## src/rtl/qnigma_alu_ext_port.sv

```systemverilog
// qnigma_alu_ext_port
// Responder for the ALU external word-serial access interface. Operand writes
// and result reads from an external client are turned into accesses on the
// single registered port of the ALU operand RAM. Words travel most-significant
// first, i.e. from index N-1 down to index 0 relative to the operand base.
module qnigma_alu_ext_port #(
    parameter int WRD_W       = 32,
    parameter int PTR_W       = 8,
    parameter int WORDS_25519 = 8,
    parameter int WORDS_1305  = 5
) (
    input  logic             clk,
    input  logic             rst,
    input  logic [WRD_W-1:0] ext_wr_dat,
    input  logic [PTR_W-1:0] ext_wr_ptr,
    input  logic             ext_wr_val,
    input  logic             ext_wr_sof,
    input  logic             ext_wr_fld,
    input  logic             ext_rd_req,
    input  logic             ext_rd_nxt,
    input  logic [PTR_W-1:0] ext_rd_ptr,
    input  logic             ext_rd_fld,
    output logic [WRD_W-1:0] ext_rd_dat,
    output logic             ext_rd_val,
    output logic             ext_rd_eof,
    input  logic             alu_bsy,
    output logic [PTR_W-1:0] ram_addr,
    output logic             ram_wen,
    output logic [WRD_W-1:0] ram_wdat,
    output logic             ram_ren,
    input  logic [WRD_W-1:0] ram_rdat,
    output logic             ext_err
);

    localparam logic       W_IDLE = 1'b0;
    localparam logic       W_ACT  = 1'b1;
    localparam logic [1:0] R_IDLE = 2'd0;
    localparam logic [1:0] R_ISS  = 2'd1;
    localparam logic [1:0] R_DRN  = 2'd2;
    localparam logic [1:0] R_HOLD = 2'd3;

    localparam logic [PTR_W-1:0] N_25519 = PTR_W'(WORDS_25519);
    localparam logic [PTR_W-1:0] N_1305  = PTR_W'(WORDS_1305);
    localparam logic [PTR_W-1:0] ONE     = PTR_W'(1);

    // Write side: w_idx_q is the index the next non-sof word lands on.
    logic             w_state_q, w_state_d;
    logic [PTR_W-1:0] w_ptr_q, w_ptr_d;
    logic [PTR_W-1:0] w_idx_q, w_idx_d;
    logic             err_q, err_d;

    // Read side: r_cnt_q counts issues still owed; r_first_q lets the first
    // word go out without ext_rd_nxt.
    logic [1:0]       r_state_q, r_state_d;
    logic [PTR_W-1:0] r_ptr_q, r_ptr_d;
    logic [PTR_W-1:0] r_cnt_q, r_cnt_d;
    logic             r_first_q, r_first_d;
    logic             req_prev_q;

    // Read return pipeline: RAM read stage, RAM data stage, output stage.
    logic             ren_eof_q, ren_eof_d;
    logic             p1_vld_q, p1_vld_d;
    logic             p1_eof_q, p1_eof_d;
    logic             rd_val_q, rd_val_d;
    logic             rd_eof_q, rd_eof_d;
    logic [WRD_W-1:0] rd_dat_q, rd_dat_d;

    // Registered RAM port.
    logic [PTR_W-1:0] ram_addr_q, ram_addr_d;
    logic             ram_wen_q, ram_wen_d;
    logic [WRD_W-1:0] ram_wdat_q, ram_wdat_d;
    logic             ram_ren_q, ram_ren_d;

    logic             wr_go;
    logic [PTR_W-1:0] wr_n;
    logic [PTR_W-1:0] w_addr;
    logic             rd_start;
    logic [PTR_W-1:0] act_ptr;
    logic [PTR_W-1:0] act_cnt;
    logic             act_first;
    logic             rd_go;
    logic [PTR_W-1:0] r_addr;
    logic             flush;

    // Write FSM: accept operand words, flag protocol violations.
    always_comb begin
        wr_go     = 1'b0;
        w_addr    = '0;
        w_state_d = w_state_q;
        w_ptr_d   = w_ptr_q;
        w_idx_d   = w_idx_q;
        err_d     = err_q;
        wr_n      = ext_wr_fld ? N_25519 : N_1305;
        if (ext_wr_val) begin
            if (alu_bsy) begin
                err_d = 1'b1;
            end else if (ext_wr_sof) begin
                // sof always (re)starts an operand, even mid-operand
                wr_go     = 1'b1;
                w_addr    = ext_wr_ptr + wr_n - ONE;
                w_ptr_d   = ext_wr_ptr;
                w_idx_d   = wr_n - PTR_W'(2);
                w_state_d = (wr_n == ONE) ? W_IDLE : W_ACT;
            end else if (w_state_q == W_ACT) begin
                wr_go  = 1'b1;
                w_addr = w_ptr_q + w_idx_q;
                if (w_idx_q == '0) begin
                    w_state_d = W_IDLE;
                end else begin
                    w_idx_d = w_idx_q - ONE;
                end
            end else begin
                err_d = 1'b1;
            end
        end
    end

    // Read FSM: a rising req issues its first word in the same cycle, so the
    // issue logic works on the "effective" context (fresh or latched).
    always_comb begin
        rd_start  = (r_state_q == R_IDLE) && ext_rd_req && !req_prev_q;
        act_ptr   = rd_start ? ext_rd_ptr : r_ptr_q;
        act_cnt   = rd_start ? (ext_rd_fld ? N_25519 : N_1305) : r_cnt_q;
        act_first = rd_start || r_first_q;
        rd_go     = (rd_start || (r_state_q == R_ISS)) && ext_rd_req &&
                    (act_first || ext_rd_nxt) && !wr_go && !alu_bsy;
        r_addr    = act_ptr + act_cnt - ONE;
        flush     = !ext_rd_req && ((r_state_q == R_ISS) || (r_state_q == R_DRN));

        r_state_d = r_state_q;
        r_ptr_d   = r_ptr_q;
        r_cnt_d   = r_cnt_q;
        r_first_d = r_first_q;
        case (r_state_q)
            R_IDLE: begin
                if (rd_start) begin
                    r_ptr_d   = ext_rd_ptr;
                    r_cnt_d   = act_cnt;
                    r_first_d = 1'b1;
                    r_state_d = R_ISS;
                end
            end
            R_ISS: begin
                if (!ext_rd_req) r_state_d = R_IDLE;
            end
            R_DRN: begin
                if (!ext_rd_req)                r_state_d = R_IDLE;
                else if (rd_val_q && rd_eof_q)  r_state_d = R_HOLD;
            end
            default: begin
                if (!ext_rd_req) r_state_d = R_IDLE;
            end
        endcase
        if (rd_go) begin
            r_cnt_d   = act_cnt - ONE;
            r_first_d = 1'b0;
            if (act_cnt == ONE) r_state_d = R_DRN;
        end
    end

    // RAM port and return pipeline; an aborted read drops its in-flight words.
    always_comb begin
        ram_wen_d  = wr_go;
        ram_ren_d  = rd_go;
        ram_wdat_d = wr_go ? ext_wr_dat : ram_wdat_q;
        ram_addr_d = wr_go ? w_addr : (rd_go ? r_addr : ram_addr_q);
        ren_eof_d  = rd_go && (act_cnt == ONE);
        p1_vld_d   = ram_ren_q && !flush;
        p1_eof_d   = ren_eof_q;
        rd_val_d   = p1_vld_q && !flush;
        rd_eof_d   = p1_vld_q && p1_eof_q && !flush;
        rd_dat_d   = (p1_vld_q && !flush) ? ram_rdat : '0;
    end

    // State and output registers.
    always_ff @(posedge clk) begin
        if (rst) begin
            w_state_q  <= W_IDLE;
            w_ptr_q    <= '0;
            w_idx_q    <= '0;
            err_q      <= 1'b0;
            r_state_q  <= R_IDLE;
            r_ptr_q    <= '0;
            r_cnt_q    <= '0;
            r_first_q  <= 1'b0;
            req_prev_q <= 1'b0;
            ren_eof_q  <= 1'b0;
            p1_vld_q   <= 1'b0;
            p1_eof_q   <= 1'b0;
            rd_val_q   <= 1'b0;
            rd_eof_q   <= 1'b0;
            rd_dat_q   <= '0;
            ram_addr_q <= '0;
            ram_wen_q  <= 1'b0;
            ram_wdat_q <= '0;
            ram_ren_q  <= 1'b0;
        end else begin
            w_state_q  <= w_state_d;
            w_ptr_q    <= w_ptr_d;
            w_idx_q    <= w_idx_d;
            err_q      <= err_d;
            r_state_q  <= r_state_d;
            r_ptr_q    <= r_ptr_d;
            r_cnt_q    <= r_cnt_d;
            r_first_q  <= r_first_d;
            req_prev_q <= ext_rd_req;
            ren_eof_q  <= ren_eof_d;
            p1_vld_q   <= p1_vld_d;
            p1_eof_q   <= p1_eof_d;
            rd_val_q   <= rd_val_d;
            rd_eof_q   <= rd_eof_d;
            rd_dat_q   <= rd_dat_d;
            ram_addr_q <= ram_addr_d;
            ram_wen_q  <= ram_wen_d;
            ram_wdat_q <= ram_wdat_d;
            ram_ren_q  <= ram_ren_d;
        end
    end

    assign ext_rd_dat = rd_dat_q;
    assign ext_rd_val = rd_val_q;
    assign ext_rd_eof = rd_eof_q;
    assign ram_addr   = ram_addr_q;
    assign ram_wen    = ram_wen_q;
    assign ram_wdat   = ram_wdat_q;
    assign ram_ren    = ram_ren_q;
    assign ext_err    = err_q;

endmodule

```

## config.mk

```make
export PLATFORM = sky130hd
export DESIGN_NAME = qnigma_alu_ext_port
export DESIGN_NICKNAME = d
export VERILOG_FILES = /design/src/rtl/qnigma_alu_ext_port.sv
export SDC_FILE = /design/constraint.sdc
export NUM_CORES = 1
export LEC_CHECK = 0
export ABC_CLOCK_PERIOD_IN_PS = 8180
export CORE_UTILIZATION = 62
export CTS_CLUSTER_DIAMETER = 200
export DETAILED_ROUTE_END_ITERATION = 10
export DONT_BUFFER_PORTS = 1
export PLACE_DENSITY = 0.78
export RECOVER_POWER = 25
export SETUP_SLACK_MARGIN = 0.05
export SLEW_MARGIN = 20
export SYNTH_ARGS = -nofsm -noshare
export SYNTH_HDL_FRONTEND = slang
export SYNTH_SLANG_ARGS = --single-unit
```

## constraint.sdc

```tcl
create_clock -name clk -period 8.18 [get_ports clk]
set_clock_uncertainty 0.05 [all_clocks]
set_input_delay 1.227 -clock clk [delete_from_list [all_inputs] [get_ports clk]]
set_output_delay 1.227 -clock clk [all_outputs]
set_load 0.05 [all_outputs]
```

# == After elaboration in Yosys (flattened, before gate mapping) ==
# Cells that the tools add are included.
# op_classes
order_cmp,0
div,0
reduce_logical,36
mul,0
n_eq_ne,7
add_sub_neg,8
bitwise_logic,2
shift,0
n_mux,34
# ops
cell,n
2-to-1 mux 8 bit,14
"subtractor 8 x 1 -> 8 bit, second input constant",4
adder 8 bit,2
logical AND 1 bit,13
2-to-1 mux 2 bit,6
2-to-1 mux 1 bit,11
adder 8 x 4 -> 8 bit,1
"== test 8 x 1 -> 1 bit, second input constant",1
zero test 8 bit,1
2-to-1 mux 4 bit,2
nonzero test 2 bit,4
AND reduction 2 bit,3
AND reduction 3 bit,2
zero test 1 bit,5
"subtractor 4 x 2 -> 5 bit, second input constant",1
"== test 4 x 1 -> 1 bit, second input constant",1
logical OR 1 bit,4
"inequality test 2 bit, second input constant",2
one-hot mux 2 bit (2 select lines),1
AND reduction 4 bit,1
OR reduction 2 bit,2
"== test 2 x 1 -> 1 bit, second input constant",1
"== test 2 bit, second input constant",1
zero test 2 bit,1
2 further kinds,3
# totals
mem_bits_ro,0
ram_bits,0
regBits,117
in_bits,89
memories,0
output_inout_bits,77
latchBits,0
elab_cells,106

# == Depth between registers and ports, before layout ==
# logic_depth
ltp_word,10
ltp_mapped,16
depth_no_buf,15

# == Least setup slack after synthesis ==
# Ideal clock, no wire load.
# synth_path
path_type,input to register
from,input port ext_rd_req
to,register ram_addr_q[7] (netlist: ram_addr[7])
setup_ps,86
arrival_time_ps,3839
path_stages,13
path_slack_ps,4206
t_required_ps,8044
n_path_buf,1
cell_sequence,nand3b_1 clkbuf_1 nand2_1 ha_1 inv_1 ha_1 fa_1 a21o_1 a311o_1 a21oi_1 xnor2_1 o21ai_1 a211oi_1
# synth_between
elab_chain_cells,8
elab_cells_between_ends,16
classes_between,2 x add/sub; 4 x mux; 10 x reduce/logical
# synth_rtl
item,line_no,text
from (decl),19,"input logic ext_rd_req,"
branches (longest 8 deep; another with adder 8 bit),--,
to (signal assigned),213,ram_addr_q <= ram_addr_d;
to (decl),69,"logic [PTR_W-1:0] ram_addr_q, ram_addr_d;"
# Parallel ways; which one is timed is not known. The select of a mux whose other input is x is not followed.
# A chain may end at the register's enable or synchronous reset.

# == Worst setup path in the final report ==
# Ends and elaborated chain as after synthesis.

==> summary.md <==
| Metric | Value |
|---|---|
| Number of synthesized flops with an enable pin | `0` |
| Final worst path period need | `between 4 and 5 ns` |
| Measured slew at the worst slew-check pin | `~1.8 ns` |
| Most frequently used flop master after synthesis | `sky130_fd_sc_hd__dfxtp_1` |
| Placer's final routability congestion estimate | `between 0.9 and 1` |
| Average via count per standard cell | `5.870` |
| Post-layout power | `1.665 mW` |
| Fraction of final layout cells sized beyond drive strength 1 | `6.525%` |
| Worst slew margin relative to its limit | `-18.76%` |
| Global-route wire length before repair | `roughly 18000 um` |
| Maximum frequency from static timing analysis | `227.9 MHz` |
| Max-cap check violation count | `2` |
| Leak Pwr | `2.544 nW` |
| Post-DR wirelength/cell | `15.86 um` |
| Overall die height | `94.15 um` |
| Share of total power in combinational logic | `11.0%` |
| Net Switching | `around 0.43 mW` |
| Final hold viol count | `0` |
| Later-pin clock latency in the skew report | `0.52 ns` |
| Top cells by count, synth | `117 x sky130_fd_sc_hd__dfxtp_1, 103 x sky130_fd_sc_hd__nand2_1, 70 x sky130_fd_sc_hd__a21oi_1, 42 x sky130_fd_sc_hd__nor2_1, 35 x sky130_fd_sc_hd__and3_1` |
| Number of cell rows | `33` |
| Source of the critical timing path | `ext_rd_req` |
| # H-tree levels | `4` |
| Switch share | `26.10%` |
| Total congestion overflow after global routing | `0` |
| Clock network fraction of total power | `49.8%` |
| Min-Delay Startpoint | `p1_eof_d$_SDFF_PP0_` |
| Clk sink count | `117` |
| Synthesized netlist net count | `735` |
| Violations in the final reports | `max-capacitance violations, max-slew violations` |
| Total power per unit cell area | `279.8 nW/um^2` |
| Root Buffer Master | `sky130_fd_sc_hd__clkbuf_8` |
| Max incr delay on CP | `approximately 0.83 ns` |
| Worst flop-to-flop path startpoint | `r_state_q[0]$_SDFF_PP0_` |
| Top Family by Delay on Critical Path | `compound AO/OA/AOI/OAI gates` |
| Fraction of synthesized cell area taken by the top area cell type | `44.49%` |
| DR vias | `4215` |
| Die Area | `between 8000 and 9000 um^2` |
| Hpwl dp | `around 8000 um` |
| Post-CTS clock slew at the launch and capture registers of the worst setup and hold paths | `0.06 ns` |
| Yosys warns | `0` |
| Element type at the critical path start | `input pin` |
| Avg Synthesized Cell Area | `8.645 um^2` |
| Final setup violating endpoints | `0` |
| Initial antenna violation count | `0` |
| Data arrival, critical path | `4.77 ns` |
| Proportion of power drawn by flip-flops and latches | `39.2%` |
| Initial cell density of the core | `around 64%` |
| Core area | `8217 um^2` |
| Share of flip-flops with an asynchronous set or reset after synthesis | `0%` |
| Setup repair after global routing missed its margin | `no` |
| Clock tree from TritonCTS | `built` |
| Crit-path cells | `and3b_1, clkbuf_1, nand2_1, o21ai_1, ha_1, inv_1, ha_1, fa_1, a21o_1, a311o_1, a21oi_1, xnor2_1, o21ai_1, a211oi_1` |
| Setup_tns | `0 ns` |
| Critical path type | `input pin to register` |
| Antenna Violating Nets Remaining | `0` |
| Ratio of final minimum period to clock period | `53.65%` |
| Die W | `94.15 um` |
| Critical path fanouts, max | `21` |
| Sequential cell area fraction in the yosys report | `44.49%` |
| Cell taking the most area after synthesis | `sky130_fd_sc_hd__dfxtp_1` |
| Run status | `finished with violations` |
| Critical path capture point type | `register` |
| Synth area leaders | `sky130_fd_sc_hd__dfxtp_1 44%, sky130_fd_sc_hd__ha_1 8.1%, sky130_fd_sc_hd__nand2_1 7.3%, sky130_fd_sc_hd__a21oi_1 6.7%, sky130_fd_sc_hd__and3_1 4.2%` |
| Number of port buffers | `0` |
| First drt pass iteration count | `4` |
| Overall routed net length | `11390 um` |
| Worst path buffer plus inverter count | `2` |
| # Post-CTS Setup Buffers | `0` |
| Resize count post-CTS | `0` |
| Worst path required time | `roughly 8.6 ns` |
| Total number of nets in the final design | `726` |
| VDD IR-drop max | `around 0.00017 V` |
| Leading cell type by number of instances after synthesis | `sky130_fd_sc_hd__dfxtp_1` |
| Clock Tree Buf Depth | `2` |
| Fin. max-slew vios | `77` |
| Synth Register Bits | `117` |
| CP max stage cell | `sky130_fd_sc_hd__clkbuf_1` |
| I/O pins | `between 150 and 200` |
| Number of cells produced by synthesis | `609` |
| Hold-fix buffer count after cts | `0` |
| Netlist Area Pre-Place | `5265 um^2` |
| Number of DRC violations after detailed-routing iteration 0 | `about 200` |
| Overall routing resource usage | `26.21%` |
| Clock buffers created by TritonCTS | `17` |
| Number of global-route vias before repair | `3853` |
| Maximum number of pins on one net before global-route repair | `80` |
| Distinct cells, synth | `48` |
| Remaining routing DRC violations | `0` |
| Layout Area Growth over Synthesis | `13.05%` |
| Internal power | `1.231 mW` |
| Class of the worst hold path | `register to register` |
| Inserted Diodes | `0` |
[kinds of logic after synthesis]
kind of cell | after synthesis | synth area share (%)
AO/OA/AOI/OAI | 130 | 14.76
XOR/XNOR | 32 | 5.323
multiplexers | 8 | 1.521
adder cells (fa/ha/maj) | 37 | 9.221
AND/OR/NAND/NOR | 223 | 20.06
flip-flops | 117 | 44.49
buffers and inverters | 62 | 4.634
[cell usage in the layout, fill, tap and decap left out, drive strengths merged, types with 5 or more instances in the layout]
cell and instances:
a211oi 9, a21o 9, a21oi 70, and3 35
bufinv 6, clkbuf 19, dfxtp 117, ha 34
inv 33, mux2i 8, nand2 104, nand3 7
nor2 42, nor2b 5, nor3 12, o211ai 5
o21ai 17, xnor2 16, xor2 16
[registers in the layout (all words and copies together), names as in the netlist, 2 cells and up]
| register | count |
|---|---|
| ext_rd_dat | 32 |
| r_cnt_q | 8 |
| r_ptr_q | 8 |
| r_state_q | 2 |
| ram_addr | 8 |
| ram_wdat | 32 |
| w_idx_q | 8 |
| w_ptr_q | 8 |
[cell type report]
type | count | area [um^2]
clock inverter | 15 | 251.5
multi-input combinational | 430 | 2681
clock buffer | 17 | 414.1
timing repair buffer | 3 | 15.01
fill | 632 | 2265
tap | 105 | 131.4
sequential | 117 | 2342
inverter | 31 | 116.4
[through the flow]
step,util [%],instance area [um^2],instances,hold WS [ns],setup slack [ns]
2_1_floorplan,-,5265,609,0.3638,4.206
3_3_place_gp,64.52,5301,686,0.3740,4.042
3_5_place_dp,64.52,5301,686,0.3822,3.954
4_1_cts,72.62,5967,718,0.3944,4.484
5_1_grt,72.44,5952,718,0.4028,3.525
6_report,72.44,5952,718,0.3919,3.791
[per-layer routing]
| metal | GRT usage (%) | vias up | routed length [um] |
|---|---|---|---|
| li1 | - | 2054 | - |
| met1 | 30.15 | 1940 | 4693 |
| met2 | 43.00 | 204 | 5327 |
| met3 | 9.951 | 17 | 1166 |
| met4 | 11.54 | 0 | 204 |
| met5 | 0 | - | 0 |
[power by group through the flow]
stage	Clock (mW)	Sequential, mW	Combinational (mW)
after global routing	0.866	0.656	0.206
after global placement	0	0.665	0.177
after CTS	0.838	0.653	0.184
final	0.830	0.653	0.183
after floorplan	0	0.658	0.156
after detailed placement	0	0.665	0.182
[path summary, 6_finish.rpt]
path | end | slack, ns | depth (start not counted)
setup / recovery | ram_addr[7]$_SDFFE_PP0P_ | 3.79 | 14
hold / removal | p1_eof_q$_SDFF_PP0_ | 0.39 | 1
setup reg to reg | ram_addr[7]$_SDFFE_PP0P_ | 3.84 | 16
hold reg to reg | p1_eof_q$_SDFF_PP0_ | 0.39 | 1
(Power assumes the default switching activity.)
